### src/rtl/handshake_const_arbiter.sv
// -----------------------------------------------------------------------------
// handshake_const_arbiter
//
// Purpose:
//   Several requesters share one constant-token source. Each requester offers a
//   dataless control token with a valid/ready handshake. A round-robin arbiter
//   picks one of them whenever the single registered output slot can take a
//   token. The accepted token leaves on the output channel as CONST_VALUE,
//   tagged with the index of the requester that produced it.
//
//   The output slot is fully registered. There is no combinational path from
//   ins_valid to outs / outs_index / outs_valid. A drain and a reload can
//   happen on the same edge, so a continuously ready consumer sees one token
//   per cycle.
//
// Parameters:
//   DATA_WIDTH   width of the constant output token
//   NUM_REQ      number of requesters (2..16)
//   INDEX_WIDTH  width of the granted-requester index (2**INDEX_WIDTH >= NUM_REQ)
//   CONST_VALUE  value driven on outs with every emitted token
//
// Ports:
//   clk         in   sole clock, rising edge
//   rst         in   synchronous, active-high reset
//   ins_valid   in   [NUM_REQ]      per-requester token valid
//   ins_ready   out  [NUM_REQ]      per-requester token accept (at most one hot)
//   outs        out  [DATA_WIDTH]   constant token data
//   outs_index  out  [INDEX_WIDTH]  requester that produced the current token
//   outs_valid  out                 output token valid
//   outs_ready  in                  downstream accept
// -----------------------------------------------------------------------------
module handshake_const_arbiter #(
  parameter int                    DATA_WIDTH  = 32,
  parameter int                    NUM_REQ     = 4,
  parameter int                    INDEX_WIDTH = 2,
  parameter logic [DATA_WIDTH-1:0] CONST_VALUE = DATA_WIDTH'(1)
) (
  input  logic                   clk,
  input  logic                   rst,
  input  logic [NUM_REQ-1:0]     ins_valid,
  output logic [NUM_REQ-1:0]     ins_ready,
  output logic [DATA_WIDTH-1:0]  outs,
  output logic [INDEX_WIDTH-1:0] outs_index,
  output logic                   outs_valid,
  input  logic                   outs_ready
);

  // ---------------------------------------------------------------------------
  // State
  // ---------------------------------------------------------------------------
  logic [DATA_WIDTH-1:0]  outs_q,       outs_d;
  logic [INDEX_WIDTH-1:0] outs_index_q, outs_index_d;
  logic                   outs_valid_q, outs_valid_d;
  // Requester that gets first look in the next arbitration round.
  logic [INDEX_WIDTH-1:0] ptr_q,        ptr_d;

  // ---------------------------------------------------------------------------
  // Round-robin winner search
  // ---------------------------------------------------------------------------
  logic                   win_found;
  logic [INDEX_WIDTH-1:0] win_idx;
  logic [INDEX_WIDTH-1:0] cand;

  // NOTE: every signal driven from always_comb gets a default at the top of
  // the block. If a path leaves a signal unassigned, synthesis infers a latch.
  always_comb begin
    win_found = 1'b0;
    win_idx   = '0;
    cand      = '0;
    // Walk ptr, ptr+1, ... (mod NUM_REQ). The first valid requester wins.
    for (int k = 0; k < NUM_REQ; k++) begin
      cand = INDEX_WIDTH'((int'(ptr_q) + k) % NUM_REQ);
      if (!win_found && ins_valid[cand]) begin
        win_found = 1'b1;
        win_idx   = cand;
      end
    end
  end

  // ---------------------------------------------------------------------------
  // Handshake
  // ---------------------------------------------------------------------------
  logic slot_avail;
  logic grant;
  logic drain;

  // The slot can take a token when it is empty, or when it is being emptied on
  // this same edge.
  assign slot_avail = !outs_valid_q || outs_ready;
  assign drain      = outs_valid_q && outs_ready;
  // Reset gates the grant so that no requester sees ready while rst is high.
  assign grant      = win_found && slot_avail && !rst;

  always_comb begin
    ins_ready = '0;
    if (grant) begin
      ins_ready[win_idx] = 1'b1;
    end
  end

  // ---------------------------------------------------------------------------
  // Next-state logic
  // ---------------------------------------------------------------------------
  always_comb begin
    outs_d       = outs_q;
    outs_index_d = outs_index_q;
    outs_valid_d = outs_valid_q;
    ptr_d        = ptr_q;

    if (grant) begin
      // Reload takes priority over drain, so back-to-back tokens leave no bubble.
      outs_d       = CONST_VALUE;
      outs_index_d = win_idx;
      outs_valid_d = 1'b1;
      ptr_d        = (win_idx == INDEX_WIDTH'(NUM_REQ - 1))
                       ? '0 : win_idx + INDEX_WIDTH'(1);
    end else if (drain) begin
      // Data and index keep their last values; only valid drops.
      outs_valid_d = 1'b0;
    end
  end

  // ---------------------------------------------------------------------------
  // Registers
  // ---------------------------------------------------------------------------
  // NOTE: sequential state uses non-blocking assignments only. All registers
  // then update together from the values held before the edge.
  always_ff @(posedge clk) begin
    if (rst) begin
      outs_q       <= '0;
      outs_index_q <= '0;
      outs_valid_q <= 1'b0;
      ptr_q        <= '0;
    end else begin
      outs_q       <= outs_d;
      outs_index_q <= outs_index_d;
      outs_valid_q <= outs_valid_d;
      ptr_q        <= ptr_d;
    end
  end

  assign outs       = outs_q;
  assign outs_index = outs_index_q;
  assign outs_valid = outs_valid_q;

endmodule

### config.mk
export PLATFORM = sky130hd
export DESIGN_NAME = handshake_const_arbiter
export DESIGN_NICKNAME = d
export VERILOG_FILES = /design/src/rtl/handshake_const_arbiter.sv
export SDC_FILE = /design/constraint.sdc
export NUM_CORES = 1
export LEC_CHECK = 0
export BUFFER_PORTS_ARGS = -buffer_cell sky130_fd_sc_hd__buf_2
export CAP_MARGIN = 10
export CORE_UTILIZATION = 40
export CTS_CLUSTER_SIZE = 25
export DETAILED_ROUTE_END_ITERATION = 8
export GPL_TIMING_DRIVEN = 0
export PLACE_DENSITY = 0.8
export SYNTH_ARGS = -nofsm -noshare
export SYNTH_HDL_FRONTEND = slang
export SYNTH_SLANG_ARGS = --single-unit
### constraint.sdc
create_clock -name clk -period 2 [get_ports clk]
set_input_delay 0.3 -clock clk [delete_from_list [all_inputs] [get_ports clk]]
set_output_delay 0.3 -clock clk [all_outputs]
set_load 0.02 [all_outputs]
==> impl_metrics.csv <==
group,metric,value,unit
worst_setup_path,critPathMaxFanout,4,
grt,grt_use_total,10.35,%
timing,rsz0062_at_grt,"true",
cts,cts_tree,"done",
grt,grt_pass1_wl,1407,um
layout,nets,138,
die,dieArea,1775,um2
grt,antenna_found_initial,0,
placement,dp_hpwl,880.2,um
cts,clock_latency,0.24,ns
placement,gp_congestion,0.7575,
power,power_density,614.6,nW/um2
yosys,ys_warn_count,0,
cts,clockBufferDepth,2,
timing,setup-tns-final,0,ns
drt,num_vias,531,
layout,drive_above_1_share,47.20,%
grt,grt_pass1_vias,364,
cts,h-tree-depth,1,
yosys,syn_area,644.4,um2
timing,finalCritPeriodShare,99.38,%
worst_setup_path,cp.required,1.70,ns
drt,first_pass_iters,4,
layout,layout_common_cells,"buf_4, conb_1, buf_2",
placement,dpl_cell_area,847.1,um2
placement,port_buffers,14,
drt,top_layer_used,"met4",
drt,wl_met2,505,um
timing,holdWs,0.3346,ns
drt,wl_per_cell,7.262,um
worst_setup_path,cp_data_arrival_time,1.69,ns
worst_setup_path,critPathCaptureType,"primary output",
die,core_area,1506,um2
layout,n_antenna_cell,0,
worst_setup_path,r2r_cells,7,
drt,drt-met1-wl,397,um
drt,vias_per_cell,3.766,
die,io_pins,46,
drt,wl_met3,112,um
timing,clock_skew,0.003718,ns
die,start_util,42.77,%
drt,drc,0,
hold_path,hold_class,"primary input to register",
die,die_height,42.14,um
yosys,syn_inst,77,
grt,grt_max_degree,9,
job,drv_cap,0,
layout,fin_area,907.1,um2
power,max-vdd-ir-drop,0.4125,mV
worst_setup_path,critPathKind,"primary input to primary output",
hold_path,holdPathStages,2,
power,p_leak,0.5299,nW
yosys,synth_cell_type_count,26,
yosys,synth_seq_area_share,18.64,%
die,fp-row-count,14,
grt,globalRouteOverflowTotal,0,
die,die_w,42.14,um
cts,root_buffer,"clkbuf_4",
layout,layout_commonest_cell,"buf_4",
timing,fmax,0.5031,GHz
layout,syn_to_final_growth,40.78,%
timing,setup_violations,0,
yosys,avgSynthCellArea,8.368,um2
run_status,outcome,"complete, no violations",
cts,numCtsBuffers,3,
cts,path_clk_slew,0.04,ns
drt,drtAntennaViolNets,0,
timing,maxSlewViolCount,0,
power,p_total,0.0005575,W
timing,fin_crit,1.988,ns
worst_setup_path,start_kind,"primary input",
layout,layout.cells.non_filler,141,
placement,post-place-cells,137,
yosys,ys_seq_elements,6,
timing,finalHoldViolations,0,
cts,clock_sinks,6,
drt,drt-initial-drc-count,7,
drt,drt-total-wl,1024,um
[registers in the layout, summed over array words and instances, names as in the netlist]
signal	flops
outs_index	2
outs_valid	1
outs	1
ptr_q	2
[path summary, 6_finish.rpt]
kind / startpoint / to / slack [ns]
worst min-delay path: rst / outs_valid$_SDFFE_PP0P_ / 0.33
worst min register to register: outs[0]$_SDFFE_PP0P_ / outs[0]$_SDFFE_PP0P_ / 0.48
worst max register to register: ptr_q[0]$_SDFFE_PP0P_ / ptr_q[1]$_SDFFE_PP0P_ / 0.55
worst max-delay path: ins_valid[3] / ins_ready[2] / 0.01
[cells in the mapped netlist]
master,count,area share [%]
dfxtp_1,6,19
o21a_1,1,1.2
a21oi_2,1,1.4
or2_1,1,0.97
nor3_2,1,1.6
and2_1,4,3.9
and2b_1,1,1.2
o21ai_1,1,0.78
o311ai_1,1,1.4
nor4_4,1,3.3
nor2b_1,3,2.9
o32a_1,1,1.6
or2b_1,1,1.2
conb_1,1,0.58
o21ai_0,3,2.3
nand2_1,1,0.58
nor2_1,2,1.2
a21oi_1,2,1.6
a21o_1,2,2.3
ha_1,4,7.8
or3_4,1,1.7
buf_4,31,36
nor3b_1,1,1.2
inv_1,3,1.7
nand3b_1,1,1.2
nand2b_1,2,1.9
[area by class of cell]
cell class                 count  area, um2
fill                         150      599.3
multi-input combinational     67      407.9
buffer                        31      232.7
sequential                     6      122.6
timing repair buffer          15      90.09
clock buffer                   3      22.52
tap                           16      20.02
inverter                       3      11.26
[where the power goes]
part / internal (W) / leakage (nW) / switching [W]
Combinational: 0.000127 / 0.465 / 0.000163
Clock: 0.0000677 / 0.0138 / 0.0000408
Sequential: 0.000143 / 0.0507 / 0.0000162
[cells by family after synthesis]
logic type | count (synthesis) | share of synthesized area [%]
adders and majority gates | 4 | 7.767
other | 1 | 0.5820
and+or+nand+nor | 20 | 22.72
AOI/OAI and AO/OA | 12 | 12.43
buffers and inverters | 34 | 37.86
DFF | 6 | 18.64
[layer usage]
layer,vias up,track usage [%]
met3,2,3.448
li1,286,-
met5,-,0
met4,0,5.625
met2,28,18.44
met1,215,10.55
[metrics by stage]
step                      util (%)  setup WS (ns)
after floorplan                  -         0.3780
after global placement       56.23        0.08439
after detailed placement     56.23        0.02372
after CTS                    58.72        0.02698
after global routing         60.22       -0.02778
final                        60.22        0.01234
[repair_timing]
action | in CTS | in global routing
cloned | 0 | 0
hold buffers | 0 | 0
pin swaps | 1 | 4
resized for setup | 1 | 9
setup buffers | 1 | 0
setup endpoints to repair | 4 | 4
[critical path, stage by stage]
cell and delay [ns]:
buf_2 0.14, and2b_1 0.20, o21ai_1 0.17, o311ai_2 0.15, or2_1 0.28, ha_2 0.18, and2_1 0.13, buf_6 0.13
Power figures use the tool's default switching activity.
